--- config.mk ---
export PLATFORM = sky130hd
export DESIGN_NAME = bch_enc_ctrl
export DESIGN_NICKNAME = d
export VERILOG_FILES = /design/src/rtl/bch_enc_ctrl.sv
export SDC_FILE = /design/constraint.sdc
export NUM_CORES = 1
export LEC_CHECK = 0
export CORE_AREA = 4 4 90 58
export DETAILED_ROUTE_END_ITERATION = 7
export DIE_AREA = 0 0 94 62
export SLEW_MARGIN = 20
export SYNTH_ARGS = -nofsm -noshare
export SYNTH_HDL_FRONTEND = slang
export SYNTH_SLANG_ARGS = --single-unit
export TNS_END_PERCENT = 10
--- constraint.sdc ---
create_clock -name clk -period 2.1 [get_ports clk]
set_clock_uncertainty 0.1 [all_clocks]
set_input_delay 0.42 -clock clk [delete_from_list [all_inputs] [get_ports clk]]
set_output_delay 0.42 -clock clk [all_outputs]
set_load 0.02 [all_outputs]
--- src/rtl/bch_enc_ctrl.sv ---
`default_nettype none
// ============================================================================
// Module   : bch_enc_ctrl
// Purpose  : Sequencing controller for a BCH(63,51) serial encoder datapath.
//            It accepts one message per valid/ready handshake and pulses the
//            PISO load and LFSR clear. It then frames 51 message bits followed
//            by 12 parity bits, and gates the LFSR shift and feedback while
//            steering the output mux.
// Ports    : clk, reset     - clock, synchronous active-high reset
//            msg_valid/ready- message handshake (ready never depends on valid)
//            load, lfsr_clr - strobes issued only on an accepted handshake
//            shift_en,fb_en - LFSR advance / feedback (feedback in data phase)
//            par_sel        - output mux: 0 = PISO bit, 1 = parity bit
//            out_valid/sop/eop - codeword framing
//            busy           - codeword in progress
//            cw_cnt         - completed codewords, wraps modulo 2^CNT_W
// Revision : 1.0 - initial release
// ============================================================================
module bch_enc_ctrl #(
  parameter int K     = 51,
  parameter int N     = 63,
  parameter int CNT_W = 16
) (
  input  logic             clk,
  input  logic             reset,
  input  logic             msg_valid,
  output logic             msg_ready,
  output logic             load,
  output logic             lfsr_clr,
  output logic             shift_en,
  output logic             fb_en,
  output logic             par_sel,
  output logic             out_valid,
  output logic             out_sop,
  output logic             out_eop,
  output logic             busy,
  output logic [CNT_W-1:0] cw_cnt
);

  typedef enum logic [1:0] {
    S_IDLE   = 2'd0,
    S_DATA   = 2'd1,
    S_PARITY = 2'd2
  } state_t;

  localparam logic [5:0] C_DATA_LAST = 6'(K - 1);
  localparam logic [5:0] C_PAR_LAST  = 6'(N - K - 1);
  localparam logic [CNT_W-1:0] C_CW_ONE = {{(CNT_W-1){1'b0}}, 1'b1};

  state_t           state_q, state_d;
  logic [5:0]       cnt_q, cnt_d;
  logic [CNT_W-1:0] cw_cnt_q, cw_cnt_d;

  // Strobes are decoded from state/cnt so that load and lfsr_clr coincide
  // with the handshake cycle. msg_ready is derived from state/cnt only,
  // which keeps msg_valid -> msg_ready free of any combinational path.
  always_comb begin
    state_d   = state_q;
    cnt_d     = cnt_q;
    cw_cnt_d  = cw_cnt_q;
    msg_ready = 1'b0;
    load      = 1'b0;
    lfsr_clr  = 1'b0;
    shift_en  = 1'b0;
    fb_en     = 1'b0;
    par_sel   = 1'b0;
    out_valid = 1'b0;
    out_sop   = 1'b0;
    out_eop   = 1'b0;
    busy      = 1'b0;

    case (state_q)
      S_IDLE: begin
        msg_ready = 1'b1;
        if (msg_valid) begin
          load     = 1'b1;
          lfsr_clr = 1'b1;
          state_d  = S_DATA;
          cnt_d    = 6'd0;
        end
      end

      S_DATA: begin
        busy      = 1'b1;
        out_valid = 1'b1;
        shift_en  = 1'b1;
        fb_en     = 1'b1;
        out_sop   = (cnt_q == 6'd0);
        cnt_d     = cnt_q + 6'd1;
        if (cnt_q == C_DATA_LAST) begin
          state_d = S_PARITY;
          cnt_d   = 6'd0;
        end
      end

      S_PARITY: begin
        busy      = 1'b1;
        out_valid = 1'b1;
        shift_en  = 1'b1;
        par_sel   = 1'b1;
        cnt_d     = cnt_q + 6'd1;
        if (cnt_q == C_PAR_LAST) begin
          out_eop   = 1'b1;
          msg_ready = 1'b1;
          cw_cnt_d  = cw_cnt_q + C_CW_ONE;
          cnt_d     = 6'd0;
          // Accepting here chains codewords with no idle bit in between.
          if (msg_valid) begin
            load     = 1'b1;
            lfsr_clr = 1'b1;
            state_d  = S_DATA;
          end else begin
            state_d  = S_IDLE;
          end
        end
      end

      default: begin
        state_d = S_IDLE;
        cnt_d   = 6'd0;
      end
    endcase

    // Reset forces every output low in the same cycle, which also blocks a
    // handshake that coincides with reset.
    if (reset) begin
      msg_ready = 1'b0;
      load      = 1'b0;
      lfsr_clr  = 1'b0;
      shift_en  = 1'b0;
      fb_en     = 1'b0;
      par_sel   = 1'b0;
      out_valid = 1'b0;
      out_sop   = 1'b0;
      out_eop   = 1'b0;
      busy      = 1'b0;
    end
  end

  assign cw_cnt = reset ? '0 : cw_cnt_q;

  always_ff @(posedge clk) begin
    if (reset) begin
      state_q  <= S_IDLE;
      cnt_q    <= 6'd0;
      cw_cnt_q <= '0;
    end else begin
      state_q  <= state_d;
      cnt_q    <= cnt_d;
      cw_cnt_q <= cw_cnt_d;
    end
  end

endmodule
`default_nettype wire
==> results by stage, run 1 <==
Clock tree:
- In this run the number of H-tree levels came out at 1.
- Hold repair after CTS inserted 0 buffers.
- The total CTS buffers is 3.
- After clock tree synthesis, the clock-pin slew on the worst setup and hold paths is 0.09 ns.
- The clock sink count is 24.
- The insertion delay to the later sink of the worst-skew pair is 0.26 ns.
- In this run the deepest clock path goes through 2 buffers.
- The clock tree root driver cell is sky130_fd_sc_hd__clkbuf_8.
- The clock tree from TritonCTS is yes.

GRT:
- The via count of the first global-routing pass was 1205.
- The final global-route overflow total is 0.
- Entering global routing, the biggest net connects 28 pins.
- The first global-routing pass estimated 5890 µm of wire.
- The initial antenna violation count is 0.
- The global routing usage summed across all routing layers is 12.9%.

Place:
- The congestion estimate from routability-driven global placement came to 0.795.
- Detailed placement ended at an HPWL of 2680 µm.
- The number of buffers inserted by port buffering is 28.
- The cell area reported after detailed placement is 1980 µm².

Pwr:
- The analysis attributes to cell leakage a power of 0.848 nW.
- The internal portion of the total power is 0.915 mW.
- Of the total power, registers draw 35.4%.
- The switching part of the total is 33.7%.
- The peak supply drop is 0.588 mV.
- Dividing total power by cell area gives a power density of 685 nW/µm².
- The share of power burned in combinational logic is 41.7%.
- The switching power summed over all nets is 0.465 mW.
- The design draws 1.38 mW.
- The share of total power dissipated in the clock network is 22.9%.

STA:
- The final critical path takes up 97.6% of the cycle.
- For the finished layout, the period the worst path requires is 2.05 ns.
- The max-slew violation total from the final report was 0.
- Setup repair after global routing could not meet its margin everywhere.
- The final hold violation count came to 0.
- Setup violations remaining at the end of the flow were counted as 0.
- The worst-margin pin slew is 0.386 ns.
- In this run the tightest slew margin relative to its limit is 74.2%.
- Based on the critical path, the design can be clocked at up to 488 MHz.

Route:
- Summed over all layers, the routed wires come to 3390 µm.
- The count of nets left with antenna violations once routing finished came out at 0.
- In the routed layout, each cell is associated on average with a via count of 4.64.
- The final route contains 1277 vias.
- The total iterations of the first detailed-routing run is 4.
- The wire length per cell is 12.3 µm.
- The count of unresolved DRC violations after routing is 0.
- For this block, the initial DRC count from the detailed router was 68.

Yosys:
- The cell count after synthesis is 167.
- The cell area after technology mapping is 1490 µm².
- The count of flip-flops with a built-in enable after synthesis is 0.
- Counting flops and latches in the post-synthesis netlist gives 24.
- Summed over its instances, the top area cell type makes up 32.3% of the synthesized netlist area.
- After synthesis, the netlist uses 43 different library cells.
- After synthesis, the share of flip-flops with an asynchronous set or reset is 0%.
- Summed over all instances, the cell type with the most area after synthesis is sky130_fd_sc_hd__dfxtp_1.
- Among all cell types in the netlist, the one instantiated most often is sky130_fd_sc_hd__dfxtp_1.
- Yosys printed 0 warnings.
- For this run, the leading register cell type out of synthesis is sky130_fd_sc_hd__dfxtp_1.
- The commonest cells after synthesis are sky130_fd_sc_hd__dfxtp_1, sky130_fd_sc_hd__nor2_1, sky130_fd_sc_hd__nor2b_1, sky130_fd_sc_hd__xor2_1.
- Dividing the synthesized area by the synthesized cell count gives 8.92 µm².
- Counting every net in the synthesized netlist gives 178.
- The register area share after synthesis is 32.3%.
- After synthesis, the cell types taking the most area are sky130_fd_sc_hd__dfxtp_1, sky130_fd_sc_hd__ha_1, sky130_fd_sc_hd__nor2b_1.

Worst setup path:
- The reg-to-reg critical path startpoint is state_q[0]$_SDFFE_PP0P_.
- STA puts the critical path data arrival time at 1.53 ns.
- In this run the critical register-to-register path is captured at cw_cnt_q[14]$_SDFFE_PP0P_.
- The peak per-stage delay on the critical path is 0.34 ns.
- For this design, the slowest cell found on the critical path is sky130_fd_sc_hd__dfxtp_2.
- The cell depth of the worst flop-to-flop path is 8.
- Along the worst path, the maximum fanout reaches 2.
- The worst-case register-to-register setup slack is 0.14 ns.
- The worst setup path is launched from a flip-flop.
- STA classifies the critical path endpoint as an output port.
- The start point of the critical path is state_q[0]$_SDFFE_PP0P_.
- Data on the critical path is required at its endpoint by 1.58 ns.
- The startpoint-to-endpoint class of the critical path is reg2out.
- Walking the worst path, the cells encountered are inv_1 > ha_2 > and3_4 > a21oi_2 > nor2_2 > and2_4 > buf_4.
- The worst setup path endpoint is load.

Cells and area:
- The multi-input combinational cell area is 942 µm².
- The synthesis-to-finish area growth is 35.4%.
- The final-layout fill cell count is 470.
- The area occupied by registers is 483 µm².
- The summed area of non-filler cells in the final layout is 2020 µm².
- The fraction of final layout cells with drive strength greater than 1 is 32.1%.
- The number of antenna diodes in the final layout is 0.
- The number of nets at the end of the flow is 224.

Worst hold path:
- The path class of the tightest hold or removal check is reg2reg.

Floorplanning:
- The floorplan step defined a die boundary enclosing 5830 µm².
- 29 I/O pins were placed.
- The placeable core region is 4420 µm².
- The effective utilization at floorplan is 33.7%.
- The cell row count is 19.
- From left edge to right edge, the die measures 94 µm.
- The die is 62 µm tall.

Flow run:
- The max-cap violation count is 0.

Run status:
- The flow ran to the end, and the final reports show no timing, DRC or antenna violations.
==> kinds of logic (layout without fill, tap and decap cells) <==
| family | after synthesis | in the layout | synth area share [%] |
|---|---|---|---|
| xor gates and xnor gates | 11 | 11 | 6.47 |
| DFF | 24 | 24 | 32.3 |
| adders and majority gates | 8 | 8 | 6.72 |
| buffers and inverters | 19 | 64 | 6.30 |
| muxes | 8 | 8 | 6.05 |
| and+or+nand+nor | 81 | 81 | 32.6 |
| AOI/OAI and AO/OA | 16 | 16 | 9.58 |
==> registers in the layout, indices dropped and copies added (netlist names) <==
name,flops
state_q,2
cw_cnt_q,16
cnt_q,6
==> per-stage QoR <==
stage                     setup WS, ns  TNS [ns]  cells  hold slack [ns]  util [%]
after floorplan                 0.0394         0    167            0.357         -
after global placement          -0.367     -8.08    271            0.393      44.8
after detailed placement        -0.388     -8.56    271            0.403      44.8
after CTS                      0.00233         0    275            0.417      45.7
after global routing           -0.0219   -0.0426    275            0.470      45.6
final                           0.0511         0    275            0.409      45.6
==> worst min path at each step <==
stage / startpoint / slack (ns) / to / depth (start not counted)
global placement: cw_cnt_q[1]$_SDFFE_PP0P_ / 0.39 / cw_cnt_q[1]$_SDFFE_PP0P_ / 2
finish: cw_cnt_q[1]$_SDFFE_PP0P_ / 0.41 / cw_cnt_q[1]$_SDFFE_PP0P_ / 2
floorplan: cw_cnt_q[1]$_SDFFE_PP0P_ / 0.36 / cw_cnt_q[1]$_SDFFE_PP0P_ / 2
CTS: cw_cnt_q[1]$_SDFFE_PP0P_ / 0.42 / cw_cnt_q[1]$_SDFFE_PP0P_ / 2
detailed placement: cw_cnt_q[1]$_SDFFE_PP0P_ / 0.40 / cw_cnt_q[1]$_SDFFE_PP0P_ / 2
global route: cw_cnt_q[1]$_SDFFE_PP0P_ / 0.47 / cw_cnt_q[1]$_SDFFE_PP0P_ / 2
==> layer usage <==
layer  wire (µm)  GRT usage, %  up-vias
met5           0             0        -
met4          17          2.47        0
met3         143          3.13        2
met2        1350          18.1       22
met1        1880          19.9      587
li1            -             -      666
==> power by group through the flow <==
stage | registers [mW] | clock network, mW | logic (mW)
2_1_floorplan | 0.496 | 0 | 0.351
3_3_place_gp | 0.496 | 0 | 0.600
3_5_place_dp | 0.496 | 0 | 0.605
4_1_cts | 0.487 | 0.331 | 0.589
5_1_grt | 0.490 | 0.345 | 0.630
6_report | 0.489 | 0.316 | 0.575
==> critical path, delay by kind of cell, from the launching register on <==
kind / cells / cell delay, ns
AOI/OAI and AO/OA: 1 / 0.12
adders and majority gates: 1 / 0.20
buffers and inverters: 2 / 0.21
DFF: 1 / 0.34
and+or+nand+nor: 3 / 0.39
==> layout make-up <==
cell class / instances / area share [%]
tap: 63 / 3.91
clock buffer: 4 / 2.73
timing repair buffer: 52 / 21.2
multi-input combinational: 124 / 46.7
inverter: 8 / 1.49
sequential: 24 / 24.0
==> what timing repair did <==
| action | CTS | global route |
|---|---|---|
| gates resized for setup | 59 | 11 |
| endpoints found under the setup margin | 26 | 9 |
| buffers inserted | 0 | 0 |
| pin swaps | 0 | 1 |
==> layout by cell type, fill, tap and decap left out, drive strengths merged, types with 2 or more instances in the layout <==
cell type,n
buf,32
dfxtp,24
nor2,21
nor2b,16
dlygate4sd2,13
xor2,10
nand2,8
inv,8
mux2,8
ha,8
nand3,8
nand4,6
nor3,6
clkdlybuf4s15,6
a211oi,4
clkbuf,4
a21oi,4
and2,4
and4,3
nand2b,2
o41ai,2
No activity file was read; power rests on OpenSTA's default activity.
==> inputs of run 2 (changes only) <==
==> constraint.sdc (replaced) <==
create_clock -name clk -period 2.1 [get_ports clk]
set_clock_uncertainty 0.1 [all_clocks]
set_input_delay 0.42 -clock clk [delete_from_list [all_inputs] [get_ports clk]]
set_output_delay 0.42 -clock clk [all_outputs]
set_load 0.005 [all_outputs]
==> run 2 against run 1 <==
  * Sequential cell count did not move
  * Total power shrank 0.80%
  * Via count decreased by 2.0%
  * Wire length is 2.8% lower
  * Critical endpoint is now lfsr_clr
  * Non-clock buffer count rose by 2
  * Final area up 3.2%
  * Worst setup slack got worse by 0.043 ns
  * Die area unchanged
  * Sequential power is 2% higher
  * Utilization rose by 1.4 points
  * Worst hold slack worse by 0.0090 ns
  * Clock-buffer cell count stayed put
==> results by stage, run 2 (same netlist as run 1, synthesis figures left out) <==
Floorplanning:
- The placeable core region is 4420 µm² (unchanged).
- The top-level port count is 29 (unchanged).
- The x dimension of the die is 94 µm (unchanged).
- The vertical die dimension is 62 µm (unchanged).
- The die area was 5830 µm² (unchanged).
- The cell row count was 19 (unchanged).
- The effective utilization at floorplan was 33.7% (unchanged).

Place:
- The number of buffers inserted by port buffering was 28 (unchanged).
- The instance count after placement with tap cells included came to 270 (-0.37%).
- The setup slack at placement was -0.331 ns (+0.0570 ns).
- The global placement routability congestion is 0.814 (+2.4%).
- The placed wire-length estimate is 2530 µm (-5.8%).

STA:
- The worst-margin pin slew is 0.423 ns (+0.0362 ns).
- The max-slew violation total from the final report came to 0 (unchanged).
- The post-route fraction of the period consumed by the critical path came to 99.6% (+2.0 points).
- Setup repair after global routing could not meet its margin everywhere.
- The final hold violation count came to 0 (unchanged).
- The time the worst path needs with I/O delays and setup was 2.09 ns (+0.0427 ns).
- The remaining max-slew budget at the tightest pin is 71.8% (-2.4 points).
- The number of setup violations in the final report is 0 (unchanged).
- The maximum frequency from static timing analysis was 478 MHz (-2.0%).
- The smallest setup slack after layout was 0.00841 ns (-0.0427 ns).

Pwr:
- The clock network power share is 23.0% (about the same).
- The cell-internal power is 0.956 mW (+4.5%).
- The switching part of the total came to 30.2% (-3.5 points).
- The leakage power is 0.809 nW (-4.6%).
- The peak supply drop is 0.361 mV (-39%).
- The power per cell area is 658 nW/µm² (-3.8%).
- The sequential share of power is 36.4% (+1.0 points).
- The share of power burned in combinational logic is 40.6% (-1.1 points).
- The switching power summed over all nets is 0.413 mW (-11%).

GRT:
- The initial antenna violation count was 0 (unchanged).
- The pin count of the biggest net entering global routing came to 28 (unchanged).
- The final global-route overflow total is 0 (unchanged).
- The via count of the first global-routing pass was 1168 (-3.1%).
- The global routing usage summed across all routing layers is 12.4% (-0.53 points).
- The wire length of the first global-routing pass is 5580 µm (-5.4%).

Clock tree:
- The clock tree root driver cell is sky130_fd_sc_hd__clkbuf_8.
- The insertion delay to the later sink of the worst-skew pair is 0.26 ns (about the same).
- The clock transition at the registers of the reported paths is 0.09 ns (about the same).
- The buffer levels on the longest clock path is 2 (unchanged).
- The clock tree from TritonCTS is yes.
- The number of levels the H-tree was split into is 1 (unchanged).
- The total CTS buffers was 3 (unchanged).
- The clock sink count was 24 (unchanged).

Route:
- The count of unresolved DRC violations after routing is 0 (unchanged).
- The wire length per cell is 11.9 µm (-3.5%).
- The number of DRC markers after the initial detailed-route iteration is 71 (+4.4%).
- The total iterations of the first detailed-routing run is 4 (unchanged).
- The final routed wirelength across all metal layers is 3300 µm (-2.8%).
- The total via count after detailed routing is 1251 (-2.0%).
- The detail-routed via count per cell is 4.52 (-2.7%).
- The residual antenna-violating net count after detailed routing is 0 (unchanged).

Cells and area:
- The number of nets at the end of the flow is 226 (+0.89%).
- The number of diodes is 0 (unchanged).
- The number of flip-flops in the largest register is 16 (unchanged).
- The largest registers in the layout are cw_cnt_q (16), cnt_q (6), state_q (2).
- In the layout the commonest cells are sky130_fd_sc_hd__buf_4, sky130_fd_sc_hd__nor2_1, sky130_fd_sc_hd__dfxtp_1, sky130_fd_sc_hd__clkdlybuf4s50_1, sky130_fd_sc_hd__nor2b_1.
- The largest register by flop count is cw_cnt_q.
- The most common cell after layout, fill and taps aside is sky130_fd_sc_hd__buf_4.
- From synthesis to final layout, the design area changed by 39.7%.
- The filler-free cell count of the finished design is 277 (+0.73%).
- The fraction of final layout cells with drive strength greater than 1 is 33.2% (+1.1 points).
- The final-layout fill cell count is 429 (-8.7%).

Flow run:
- The max-cap violation count was 0 (unchanged).

Worst setup path:
- The worst setup path is of the reg2out kind.
- The required time at the endpoint of the critical path is 1.58 ns (about the same).
- The sort of element at the end of the critical path is an output port.
- The highest net fanout along the worst path was 2 (unchanged).
- The startpoint kind of the worst setup timing path is a flip-flop.
- The critical path arrival is 1.57 ns (+0.04 ns).

Run status:
- The run finished with clean final reports.

Worst hold path:
- The min-delay analysis places its worst path in the category reg2reg.
==> run 2: cell count changes in the layout (fill, tap and decap cells not counted), moves of 2 or more <==
cell                              before  now
sky130_fd_sc_hd__buf_2                 5    2
sky130_fd_sc_hd__clkbuf_2              0    2
sky130_fd_sc_hd__clkdlybuf4s15_1       4    1
sky130_fd_sc_hd__clkdlybuf4s15_2       2    0
sky130_fd_sc_hd__clkdlybuf4s50_1       1   17
sky130_fd_sc_hd__dfxtp_1              22   20
sky130_fd_sc_hd__dlygate4sd2_1        13    5
sky130_fd_sc_hd__ha_1                  7    5
sky130_fd_sc_hd__ha_4                  0    2
sky130_fd_sc_hd__inv_1                 7    5
sky130_fd_sc_hd__inv_2                 1    3
==> run 2: final cells by class <==
| cell class | count | area (µm²) | share of cell area, % |
|---|---|---|---|
| Clock buffer | 4 | 55.1 | 2.65 |
| Multi-Input combinational cell | 124 | 968 | 46.6 |
| Timing Repair Buffer | 54 | 459 | 22.1 |
| Inverter | 8 | 30.0 | 1.44 |
| Tap cell | 63 | 78.8 | 3.79 |
| Sequential cell | 24 | 488 | 23.5 |
==> run 2: worst paths after layout <==
kind	startpoint	endpoint	slack [ns]	cells past startpoint
hold reg to reg	cw_cnt_q[1]$_SDFFE_PP0P_	cw_cnt_q[1]$_SDFFE_PP0P_	0.40	2
setup / recovery	state_q[0]$_SDFFE_PP0P_	lfsr_clr	0.008	8
hold / removal	cw_cnt_q[1]$_SDFFE_PP0P_	cw_cnt_q[1]$_SDFFE_PP0P_	0.40	2
setup reg to reg	state_q[0]$_SDFFE_PP0P_	cw_cnt_q[15]$_SDFFE_PP0P_	0.16	8
==> run 2: repair_timing <==
item | 4_1_cts | 5_1_grt
endpoints found under the hold margin | 0 | 0
setup buffers | 3 | 0
resized for setup | 36 | 7
hold buffers | 0 | 0
setup endpoints to repair | 26 | 21
pin swaps | 4 | 1
==> run 2: critical path, cell delays in order, from the launching register on <==
cell,delay [ns]
sky130_fd_sc_hd__dfxtp_2,0.35
sky130_fd_sc_hd__inv_2,0.05
sky130_fd_sc_hd__ha_4,0.15
sky130_fd_sc_hd__and3_4,0.17
sky130_fd_sc_hd__a21oi_2,0.13
sky130_fd_sc_hd__nor2_2,0.06
sky130_fd_sc_hd__buf_4,0.14
sky130_fd_sc_hd__and2_4,0.13
sky130_fd_sc_hd__buf_2,0.12
==> run 2: metal layers <==
| metal | up-vias | part of all wire, % | track usage (%) |
|---|---|---|---|
| li1 | 665 | - | - |
| met2 | 23 | 40 | 18.8 |
| met4 | 0 | 0.73 | 2.88 |
| met1 | 559 | 55 | 17.6 |
| met3 | 4 | 3.7 | 3.37 |
| met5 | - | 0 | 0 |
==> run 2: power by group through the flow <==
stage / Combinational [mW] / Clock (mW) / Sequential, mW
floorplan: 0.283 / 0 / 0.496
global placement: 0.531 / 0 / 0.495
CTS: 0.550 / 0.333 / 0.497
finish: 0.556 / 0.315 / 0.499
detailed placement: 0.522 / 0 / 0.496
global route: 0.606 / 0.347 / 0.501
==> run 2: through the flow <==
step           power, mW  cell area (µm²)  utilization [%]  setup TNS (ns)  hold WS (ns)
5_1_grt             1.45             2080             47.0          -0.147         0.414
3_3_place_gp        1.03             1970             44.5           -6.53         0.381
3_5_place_dp        1.02             1970             44.5           -6.48         0.387
6_report            1.37             2080             47.0               0         0.400
2_1_floorplan      0.780             1490                -               0         0.357
4_1_cts             1.38             2070             46.9          -0.776         0.401
